`src/rtl/digdug_pkg.sv`:
```
// Shared constants for the Dig Dug main-latch / interrupt controller slice.
// Holds the DEV bus decode addresses and the meaning of each main-latch bit.
package digdug_pkg;

    // DEV bus decode addresses
    localparam logic [15:0] ADDR_MAINLATCH = 16'h6820;  // 0x6820-0x6827, one bit per address
    localparam logic [15:0] ADDR_WDOG      = 16'h6830;  // watchdog kick, data ignored

    // Main-latch bit indices
    localparam int unsigned LB_IRQ0     = 0;  // CPU0 VBLANK IRQ enable
    localparam int unsigned LB_IRQ1     = 1;  // CPU1 VBLANK IRQ enable
    localparam int unsigned LB_NMI2_DIS = 2;  // CPU2 NMI disable (0 = enabled)
    localparam int unsigned LB_SUBRUN   = 3;  // CPU1/CPU2 run (0 = held in reset)

    // True when the bus address falls inside the 8-byte main-latch window.
    function automatic logic is_mainlatch(input logic [15:0] addr);
        return addr[15:3] == ADDR_MAINLATCH[15:3];
    endfunction

endpackage

```
`src/rtl/digdug_irq_ctrl_if.sv`:
```
// DEV bus / video timing / CPU control bundle for digdug_irq_ctrl.
//   master : drives DEV bus, VBLANK, VPOS, NMI0_REQ; observes the CPU control outputs
//   slave  : the controller; receives the bus and timing, drives RSTS/IRQS/NMIS/LATCH
// Signals:
//   DEV_AD[15:0]  bus address        DEV_WR    write strobe
//   DEV_DI[7:0]   write data (bit 0)  VBLANK    vertical blank level
//   VPOS[8:0]     current scanline   NMI0_REQ  NMI request for CPU0
//   RSTS[2:0]     per-CPU reset      IRQS[2:0] per-CPU IRQ level
//   NMIS[2:0]     per-CPU NMI level  LATCH[7:0] main-latch contents
interface digdug_irq_ctrl_if;

    logic [15:0] DEV_AD;
    logic        DEV_WR;
    logic [7:0]  DEV_DI;
    logic        VBLANK;
    logic [8:0]  VPOS;
    logic        NMI0_REQ;
    logic [2:0]  RSTS;
    logic [2:0]  IRQS;
    logic [2:0]  NMIS;
    logic [7:0]  LATCH;

    modport master (
        output DEV_AD, DEV_WR, DEV_DI, VBLANK, VPOS, NMI0_REQ,
        input  RSTS, IRQS, NMIS, LATCH
    );

    modport slave (
        input  DEV_AD, DEV_WR, DEV_DI, VBLANK, VPOS, NMI0_REQ,
        output RSTS, IRQS, NMIS, LATCH
    );

endinterface

```
`src/rtl/digdug_watchdog.sv`:
```
// Frame watchdog: counts VBLANK rising edges since the last kick and, once
// WDOG_FRAMES edges pass unkicked, holds WDRST high for RST_HOLD clocks.
// Ports:
//   CLK          DEV bus clock
//   RESET        asynchronous active-high reset
//   kick         single-cycle kick (write to the watchdog address)
//   vblank_rise  single-cycle VBLANK rising-edge strobe
//   WDRST        watchdog reset output (registered)
module digdug_watchdog #(
    parameter int unsigned WDOG_FRAMES = 8,   // 1..15
    parameter int unsigned RST_HOLD    = 64   // 1..127
) (
    input  logic CLK,
    input  logic RESET,
    input  logic kick,
    input  logic vblank_rise,
    output logic WDRST
);

    logic [3:0] frame_q, frame_d;
    logic [6:0] hold_q, hold_d;
    logic       wdrst_q, wdrst_d;

    always_comb begin
        frame_d = frame_q;
        hold_d  = hold_q;
        wdrst_d = wdrst_q;
        if (wdrst_q) begin
            // Kicks and frame edges are ignored for the whole hold window.
            if (hold_q == 7'(RST_HOLD - 1)) begin
                wdrst_d = 1'b0;
                hold_d  = '0;
                frame_d = '0;
            end else begin
                hold_d = hold_q + 7'd1;
            end
        end else if (kick) begin
            frame_d = '0;  // kick beats a coincident frame edge
        end else if (vblank_rise) begin
            if (frame_q == 4'(WDOG_FRAMES - 1)) begin
                wdrst_d = 1'b1;
                frame_d = '0;
            end else begin
                frame_d = frame_q + 4'd1;
            end
        end
    end

    always_ff @(posedge CLK or posedge RESET) begin
        if (RESET) begin
            frame_q <= '0;
            hold_q  <= '0;
            wdrst_q <= 1'b0;
        end else begin
            frame_q <= frame_d;
            hold_q  <= hold_d;
            wdrst_q <= wdrst_d;
        end
    end

    assign WDRST = wdrst_q;

endmodule

```
`src/rtl/digdug_irq_ctrl.sv`:
```
// Main-latch and interrupt/reset controller for the three Z80 cores.
// Decodes main-latch writes (0x6820-0x6827) and, when DIGDUG_WATCHDOG_EN is
// defined, watchdog kicks (0x6830). Produces per-CPU RSTS/IRQS/NMIS:
//   CPU0 IRQ on VBLANK rise (latch bit 0), CPU1 IRQ on VBLANK rise (bit 1),
//   CPU2 NMI on scanlines NMI_LINE_A/B (bit 2 disables), CPU1/2 run (bit 3).
// Ports:
//   CLK    DEV bus clock
//   RESET  asynchronous active-high reset
//   bus    digdug_irq_ctrl_if.slave (DEV bus, VBLANK, VPOS, NMI0_REQ in;
//          RSTS, IRQS, NMIS, LATCH out; all outputs registered)
// Build option: DIGDUG_WATCHDOG_EN adds the frame watchdog.
module digdug_irq_ctrl
    import digdug_pkg::*;
#(
    parameter int unsigned NMI_LINE_A  = 64,
    parameter int unsigned NMI_LINE_B  = 192,
    parameter int unsigned WDOG_FRAMES = 8,
    parameter int unsigned RST_HOLD    = 64
) (
    input  logic                     CLK,
    input  logic                     RESET,
    digdug_irq_ctrl_if.slave         bus
);

    logic [7:0] latch_q, latch_d;
    logic [1:0] irq_q, irq_d;
    logic [2:0] nmis_q, nmis_d;
    logic [2:0] rsts_q, rsts_d;
    logic       vblank_q;
    logic       vblank_rise_q, vblank_rise_d;
    logic       latch_wr;
    logic       nmi_line;
    logic       wdrst;
    logic       unused_di;

    assign unused_di = ^bus.DEV_DI[7:1];

    assign latch_wr = bus.DEV_WR && is_mainlatch(bus.DEV_AD);
    assign nmi_line = (bus.VPOS == 9'(NMI_LINE_A)) || (bus.VPOS == 9'(NMI_LINE_B));

    always_comb begin
        latch_d = latch_q;
        if (latch_wr) begin
            latch_d[bus.DEV_AD[2:0]] = bus.DEV_DI[0];
        end
        if (wdrst) begin
            latch_d = '0;
        end

        // Registered edge strobe: the IRQ lands one clock after the edge is seen.
        vblank_rise_d = bus.VBLANK & ~vblank_q;

        // Gating by the next latch value makes a clearing write both the
        // acknowledge and the winner over a coincident edge.
        irq_d[0] = latch_d[LB_IRQ0] & (irq_q[0] | (vblank_rise_q & latch_q[LB_IRQ0]));
        irq_d[1] = latch_d[LB_IRQ1] & (irq_q[1] | (vblank_rise_q & latch_q[LB_IRQ1]));

        nmis_d = {nmi_line & ~latch_q[LB_NMI2_DIS] & ~rsts_q[2], 1'b0, bus.NMI0_REQ};

        rsts_d = {{2{~latch_d[LB_SUBRUN] | wdrst}}, wdrst};
    end

    always_ff @(posedge CLK or posedge RESET) begin
        if (RESET) begin
            latch_q       <= '0;
            irq_q         <= '0;
            nmis_q        <= '0;
            rsts_q        <= 3'b111;
            vblank_q      <= 1'b0;
            vblank_rise_q <= 1'b0;
        end else begin
            latch_q       <= latch_d;
            irq_q         <= irq_d;
            nmis_q        <= nmis_d;
            rsts_q        <= rsts_d;
            vblank_q      <= bus.VBLANK;
            vblank_rise_q <= vblank_rise_d;
        end
    end

`ifdef DIGDUG_WATCHDOG_EN
    logic kick;
    assign kick = bus.DEV_WR && (bus.DEV_AD == ADDR_WDOG);

    digdug_watchdog #(
        .WDOG_FRAMES (WDOG_FRAMES),
        .RST_HOLD    (RST_HOLD)
    ) u_watchdog (
        .CLK         (CLK),
        .RESET       (RESET),
        .kick        (kick),
        .vblank_rise (vblank_rise_q),
        .WDRST       (wdrst)
    );
`else
    assign wdrst = 1'b0;
    localparam int unsigned unused_wdog_cfg = WDOG_FRAMES + RST_HOLD;
`endif

    assign bus.LATCH = latch_q;
    assign bus.IRQS  = {1'b0, irq_q};
    assign bus.NMIS  = nmis_q;
    assign bus.RSTS  = rsts_q;

endmodule

```
`src/flat_wrapper.sv`:
```
// flat-port wrapper written by rule: the top's interface ports become plain ports
module digdug_irq_ctrl_flat import digdug_pkg::*;
#(
    parameter int unsigned NMI_LINE_A  = 64,
    parameter int unsigned NMI_LINE_B  = 192,
    parameter int unsigned WDOG_FRAMES = 8,
    parameter int unsigned RST_HOLD    = 64
)
  (CLK, RESET, bus_DEV_AD, bus_DEV_WR, bus_DEV_DI, bus_VBLANK, bus_VPOS, bus_NMI0_REQ, bus_RSTS, bus_IRQS, bus_NMIS, bus_LATCH);
  digdug_irq_ctrl_if bus_i ();
  input  logic CLK;
  input  logic RESET;
  input wire logic [$bits(bus_i.DEV_AD)-1:0] bus_DEV_AD;
  input wire logic [$bits(bus_i.DEV_WR)-1:0] bus_DEV_WR;
  input wire logic [$bits(bus_i.DEV_DI)-1:0] bus_DEV_DI;
  input wire logic [$bits(bus_i.VBLANK)-1:0] bus_VBLANK;
  input wire logic [$bits(bus_i.VPOS)-1:0] bus_VPOS;
  input wire logic [$bits(bus_i.NMI0_REQ)-1:0] bus_NMI0_REQ;
  output wire logic [$bits(bus_i.RSTS)-1:0] bus_RSTS;
  output wire logic [$bits(bus_i.IRQS)-1:0] bus_IRQS;
  output wire logic [$bits(bus_i.NMIS)-1:0] bus_NMIS;
  output wire logic [$bits(bus_i.LATCH)-1:0] bus_LATCH;
  assign bus_i.DEV_AD = bus_DEV_AD;
  assign bus_i.DEV_WR = bus_DEV_WR;
  assign bus_i.DEV_DI = bus_DEV_DI;
  assign bus_i.VBLANK = bus_VBLANK;
  assign bus_i.VPOS = bus_VPOS;
  assign bus_i.NMI0_REQ = bus_NMI0_REQ;
  assign bus_RSTS = bus_i.RSTS;
  assign bus_IRQS = bus_i.IRQS;
  assign bus_NMIS = bus_i.NMIS;
  assign bus_LATCH = bus_i.LATCH;
  digdug_irq_ctrl #(.NMI_LINE_A(NMI_LINE_A), .NMI_LINE_B(NMI_LINE_B), .WDOG_FRAMES(WDOG_FRAMES), .RST_HOLD(RST_HOLD)) u_core (.CLK(CLK), .RESET(RESET), .bus(bus_i));
endmodule
```
`config.mk`:
```
export PLATFORM = sky130hd
export DESIGN_NAME = digdug_irq_ctrl_flat
export DESIGN_NICKNAME = d
export VERILOG_FILES = /design/src/rtl/digdug_pkg.sv /design/src/rtl/digdug_irq_ctrl_if.sv /design/src/rtl/digdug_watchdog.sv /design/src/rtl/digdug_irq_ctrl.sv /design/src/flat_wrapper.sv
export SDC_FILE = /design/constraint.sdc
export NUM_CORES = 1
export LEC_CHECK = 0
export CELL_PAD_IN_SITES_DETAIL_PLACEMENT = 0
export CELL_PAD_IN_SITES_GLOBAL_PLACEMENT = 1
export CORE_MARGIN = 2
export CORE_UTILIZATION = 26
export DETAILED_ROUTE_END_ITERATION = 7
export GPL_ROUTABILITY_DRIVEN = 0
export PLACE_DENSITY_LB_ADDON = 0.2
export SLEW_MARGIN = 20
export SYNTH_ARGS = -nofsm -noshare
export SYNTH_HDL_FRONTEND = slang
export SYNTH_SLANG_ARGS = --single-unit
```
`constraint.sdc`:
```
create_clock -name CLK -period 2.1 [get_ports CLK]
set_clock_uncertainty 0.2 [all_clocks]
set_input_delay 0.21 -clock CLK [delete_from_list [all_inputs] [get_ports CLK]]
set_output_delay 0.21 -clock CLK [all_outputs]
set_load 0.02 [all_outputs]
```
==> results.cfg, run 1 <==
[status]
outcome = complete, no violations

[die]
dieArea_um2 = 3280
start_util_pct = 27.0
io-pin-count = 55
die_w_um = 57.2
coreArea_um2 = 2730
fp-row-count = 19
die_y_um = 57.2

[grt]
grt_max_degree = 17
grt_usage_pct = 11.8
grt-busiest-layer = met2
grt_util_met2_pct = 18.1
grt_pass1_wl_um = 2950
grt_remaining_overflow = 0
grt_pass1_vias = 651
grt_use_met1_pct = 14.9
antenna_found_initial = 0
use_met3_pct = 6.12

[drt]
drt_wl_total_um = 1760
routedWlPerCell_um = 13.1
firstDrtPassIters = 4
drc = 0
routed_via_density = 4.66
drt_iter0_drc = 4
ant_nets = 0
vias = 629

[clock_network]
clk_latency_ps = 290
cts_buffer_depth = 2
clk_pin_slew_worst_paths_ps = 100
cts.sinks = 16
cts_hold_buf = 0
cts-htree-levels = 1
cts_made_buffers = 3
ctsRootBufferMaster = clkbuf_4
cts_tree = yes

[yosys]
ys_seq_area_share_pct = 54.7
ys.warnings.count = 0
synth.distinct_cells = 23
synth_cells = 55
syn-cell-area_um2 = 737
post_synth.cell_area_avg_um2 = 13.4
synth_seq_cells = 16

[final_layout]
fill_cells = 266
final_common_cell = clkdlybuf4s50_1
nets = 143
multi_input_area_um2 = 315
drive_above_1_share_pct = 13.5
layout_common_cells = clkdlybuf4s50_1 (41), dfrtp_1 (14), mux2_1 (7)
antenna_cells = 0
syn_to_final_growth_pct = 71.6
regArea_um2 = 403

[timing]
setup_ws_ps = 71.7
timing.final.hold_violations = 0
max_slew_margin_pct = 59.4
clock.fmax_mhz = 493
finalSetupViolations = 0
drv_slew = 0
worst_hold_slack_ps = 82.4
rsz0062_at_grt = false
fin_crit_ps = 2030
worst_slew_pin_slew_ps = 608
timing.final.crit_share_pct = 96.6

[placed_design]
dp_slack_ps = -328
dp_hpwl_um = 1330
io_buffers = 44

[setup_path]
required_ps = 2080
critPathBufInv = 2
path_delay_family = simple AND/OR/NAND/NOR gates
end_kind = flop
cpMaxStageDelayCell = or4b_4
path_cells = clkdlybuf4s50_1 -> or4b_4 -> nor4_4 -> buf_4 -> and4b_1 -> mux2_4
max_stage_delay_ps = 550
arrival_ps = 2010
path_max_fanout = 2
crit_type = in2reg
crit_path_start_kind = input port

[job]
max_cap_violations = 0

[power_and_ir_drop]
power_leakage_nw = 0.584
peakVddDrop_v = 0.000428
total_power_mw = 0.569
p_per_area_nw_per_um2 = 450

[hold_path]
hp-class = in2async
[final cells by class]
cell class | count | area share (%)
Sequential cell | 16 | 31.8
Tap cell | 31 | 3.07
Clock buffer | 4 | 2.08
Timing Repair Buffer | 47 | 37.5
Inverter | 2 | 0.593
Multi-Input combinational cell | 35 | 24.9
[worst reg2reg max path, cell delays in order, from the launching register on]
cell and delay, ps:
dfrtp_1 420, a41o_1 220, o221a_1 110
[logic make-up after synthesis]
family	after synthesis	share of synthesized area, %
compound gates	4	5.77
mux	9	13.6
other cells	1	0.509
buf+inv	6	4.58
simple gates	19	20.9
flops	16	54.7
[what timing repair did]
action                                  CTS  global route
pin swaps                                 1             2
endpoints found under the setup margin    2             7
resized for setup                         0             6
setup buffers                             1             0
endpoints found under the hold margin     0             0
[stage by stage]
| stage | setup TNS, ps | utilization (%) | std cells | area, µm² |
|---|---|---|---|---|
| after floorplan | 0 | - | 57 | 744 |
| after global placement | -2630 | 44.3 | 130 | 1210 |
| after detailed placement | -2940 | 44.3 | 130 | 1210 |
| after CTS | 0 | 45.6 | 135 | 1250 |
| after global routing | 0 | 46.3 | 135 | 1260 |
| final | 0 | 46.3 | 135 | 1260 |
[layer usage]
layer  vias to the layer above  share of wire [%]
met5                         -                  0
met4                         0               0.57
met3                         2                7.1
met2                        19                 50
met1                       305                 42
li1                        303                  -
[power by group]
| part | internal, mW | total (mW) | switching (mW) |
|---|---|---|---|
| clock network | 0.0737 | 0.168 | 0.0945 |
| logic | 0.0550 | 0.0866 | 0.0316 |
| registers | 0.313 | 0.314 | 0.00133 |
[registers in the layout, summed over array words and instances (netlist names), named ones only]
register,count
u_core.bus.LATCH,7
u_core.bus.NMIS,2
u_core.vblank_rise_q,1
u_core.irq_q,2
u_core.bus.RSTS,2
u_core.vblank_q,1
[synth_stat cells, drive strengths merged]
library cell,n,share of area [%]
nand4b,2,2.4
conb,1,0.51
clkbuf,1,0.51
dfstp,2,7.1
mux2,8,12
nor4,2,3.7
and4b,1,1.4
a41o,2,2.7
mux2i,1,1.4
nand4,2,1.7
o221a,2,3.1
or4b,2,3.2
or4,2,2.0
nor2,1,0.51
nor2b,2,1.7
nand3,4,3.4
dfrtp,14,48
buf,3,3.1
nand2b,1,0.85
inv,2,1.0
[path summary, 6_finish.rpt]
| check | endpoint | slack, ps | from | depth (start not counted) |
|---|---|---|---|---|
| worst min-delay path | u_core.irq_q[0] | 80 | RESET | 2 |
| worst max-delay path | u_core.bus.LATCH[4] | 70 | bus_DEV_AD[6] | 6 |
| min in group CLK | u_core.bus.NMIS[0] | 170 | bus_NMI0_REQ | 1 |
| max in group asynchronous | asynchronous set/reset pin | 1210 | RESET | 2 |
| worst max register to register | u_core.irq_q[0] | 1050 | u_core.irq_q[0] | 2 |
| worst min register to register | u_core.vblank_rise_q | 200 | u_core.vblank_q | 1 |
No activity file was read; power rests on OpenSTA's default activity.
==> run 2: changes to the inputs <==
CORE_MARGIN = default   (was 2)
HOLD_SLACK_MARGIN = 0.08   (was default)
==> run 2 against run 1 <==
Clock power increased by 20%; wire length decreased by 8.1%; global-route usage decreased by 0.35 points; critical path depth unchanged; sequential power about the same; core utilization increased by 3.4 points; sequential share of layout area decreased by 0.25 points; register-to-register slack about the same; first-iteration DRC count increased to 2.5 times the previous value; maximum frequency decreased by 0.62%; design area increased by 0.79%; highest routed layer is now met3.
==> results.cfg, run 2 (synthesis results as in run 1) <==
[setup_path]
worst-r2r-cell-count = 2
max_stage_delay_ps = 490
end_kind = flop
required_ps = 2070
cp-startpoint = bus_DEV_AD[10]
arrival_ps = 2010
crit_path_start_kind = input port
r2r_start = u_core.irq_q[1]
path_max_fanout = 4
path_cells = clkdlybuf4s50_1 -> or4_4 -> nor4_4 -> buf_4 -> nand3_1 -> mux2_1
cpMaxStageDelayCell = or4_4
crit_type = in2reg

[power_and_ir_drop]
p_sw_mw = 0.129
power_leakage_nw = 0.589
p_int_mw = 0.474
power_frac_seq_pct = 52.1
pwr-share-comb_pct = 14.2
peakVddDrop_v = 0.000464
total_power_mw = 0.602
switching_share_pct = 21.4
p_clk_share_pct = 33.6
p_per_area_nw_per_um2 = 472

[drt]
ant_nets = 0
drt_wl_total_um = 1620
routedWlPerCell_um = 12.0
drt_iter0_drc = 10
firstDrtPassIters = 4
drc = 0
routed_via_density = 4.70
vias = 635

[die]
fp-row-count = 18
die_w_um = 55.2
start_util_pct = 28.7
dieArea_um2 = 3050
coreArea_um2 = 2570
io-pin-count = 55
die_y_um = 55.2

[placed_design]
place_inst = 130
io_buffers = 44
placedInstanceArea_um2 = 1220
dp_slack_ps = -329
dp_hpwl_um = 1310

[timing]
timing.final.crit_share_pct = 97.2
max_slew_margin_pct = 60.7
clock.fmax_mhz = 490
drv_slew = 0
setup_ws_ps = 59.1
fin_crit_ps = 2040
timing.final.hold_violations = 0
finalSetupViolations = 0
worst_slew_pin_slew_ps = 588

[final_layout]
largest_reg_flops = 7
drive_above_1_share_pct = 15.2
fill_cells = 250
design_area_um2 = 1270
regArea_um2 = 403
fin_util_pct = 49.7
syn_to_final_growth_pct = 73.0
nets = 144
multi_input_area_um2 = 315
layout_common_cells = clkdlybuf4s50_1 (42), dfrtp_1 (14), mux2_1 (7), buf_4 (4)
fin_cells = 135
antenna_cells = 0
final_common_cell = clkdlybuf4s50_1

[grt]
grt_usage_pct = 11.5
grt_remaining_overflow = 0
grt_pass1_vias = 644
antenna_found_initial = 0
grt_pass1_wl_um = 2850
grt_max_degree = 17

[clock_network]
clk_pin_slew_worst_paths_ps = 100
cts_made_buffers = 3
clk_latency_ps = 290
cts_hold_buf = 0
cts_tree = yes
cts-htree-levels = 1
cts.sinks = 16
cts_buffer_depth = 2
ctsRootBufferMaster = clkbuf_4

[job]
max_cap_violations = 0

[status]
outcome = complete, no violations

[hold_path]
hp-class = in2async
run 2: layout make-up:
type / count / share of cell area (%)
Clock buffer: 4 / 2.85
Inverter: 2 / 0.589
Tap cell: 30 / 2.94
Timing Repair Buffer: 48 / 37.3
Sequential cell: 16 / 31.6
Multi-Input combinational cell: 35 / 24.7
run 2: worst max-delay path: cells and delay by family:
kind                   cells  cell delay, ps
buffers and inverters      2             590
and+or+nand+nor            3             880
muxes                      1             340
run 2: timing repair:
item	in CTS	in global routing
resized for setup	0	4
setup buffers	0	1
setup endpoints to repair	4	6
pin swaps	1	2
run 2: final timing paths:
path / to / slack [ps]
worst min-delay path: u_core.bus.LATCH[1] / 70
worst max register to register: u_core.irq_q[1] / 1050
worst max-delay path: u_core.bus.LATCH[0] / 60
worst min register to register: u_core.vblank_rise_q / 200
min in group CLK: u_core.bus.NMIS[0] / 160
max in group asynchronous: u_core.bus.NMIS[0] / 1240
run 2: per-layer routing:
metal	track usage, %	vias to the layer above	part of all wire, %
met4	2.14	0	0
met3	5.85	0	8.1
met1	14.8	307	45
met5	0	-	0
li1	-	306	-
met2	17.4	22	47
run 2: power groups by stage:
stage | logic, mW | registers, mW | clock network [mW]
floorplan | 0.0227 | 0.323 | 0
global placement | 0.0851 | 0.320 | 0
detailed placement | 0.0864 | 0.320 | 0
CTS | 0.0868 | 0.314 | 0.212
global route | 0.0929 | 0.314 | 0.227
finish | 0.0857 | 0.314 | 0.202
run 2: per-stage QoR:
stage	hold slack, ps	TNS, ps
2_1_floorplan	-77.7	0
3_3_place_gp	187	-2720
3_5_place_dp	196	-3020
4_1_cts	95.8	0
5_1_grt	137	-5.98
6_report	69.8	0
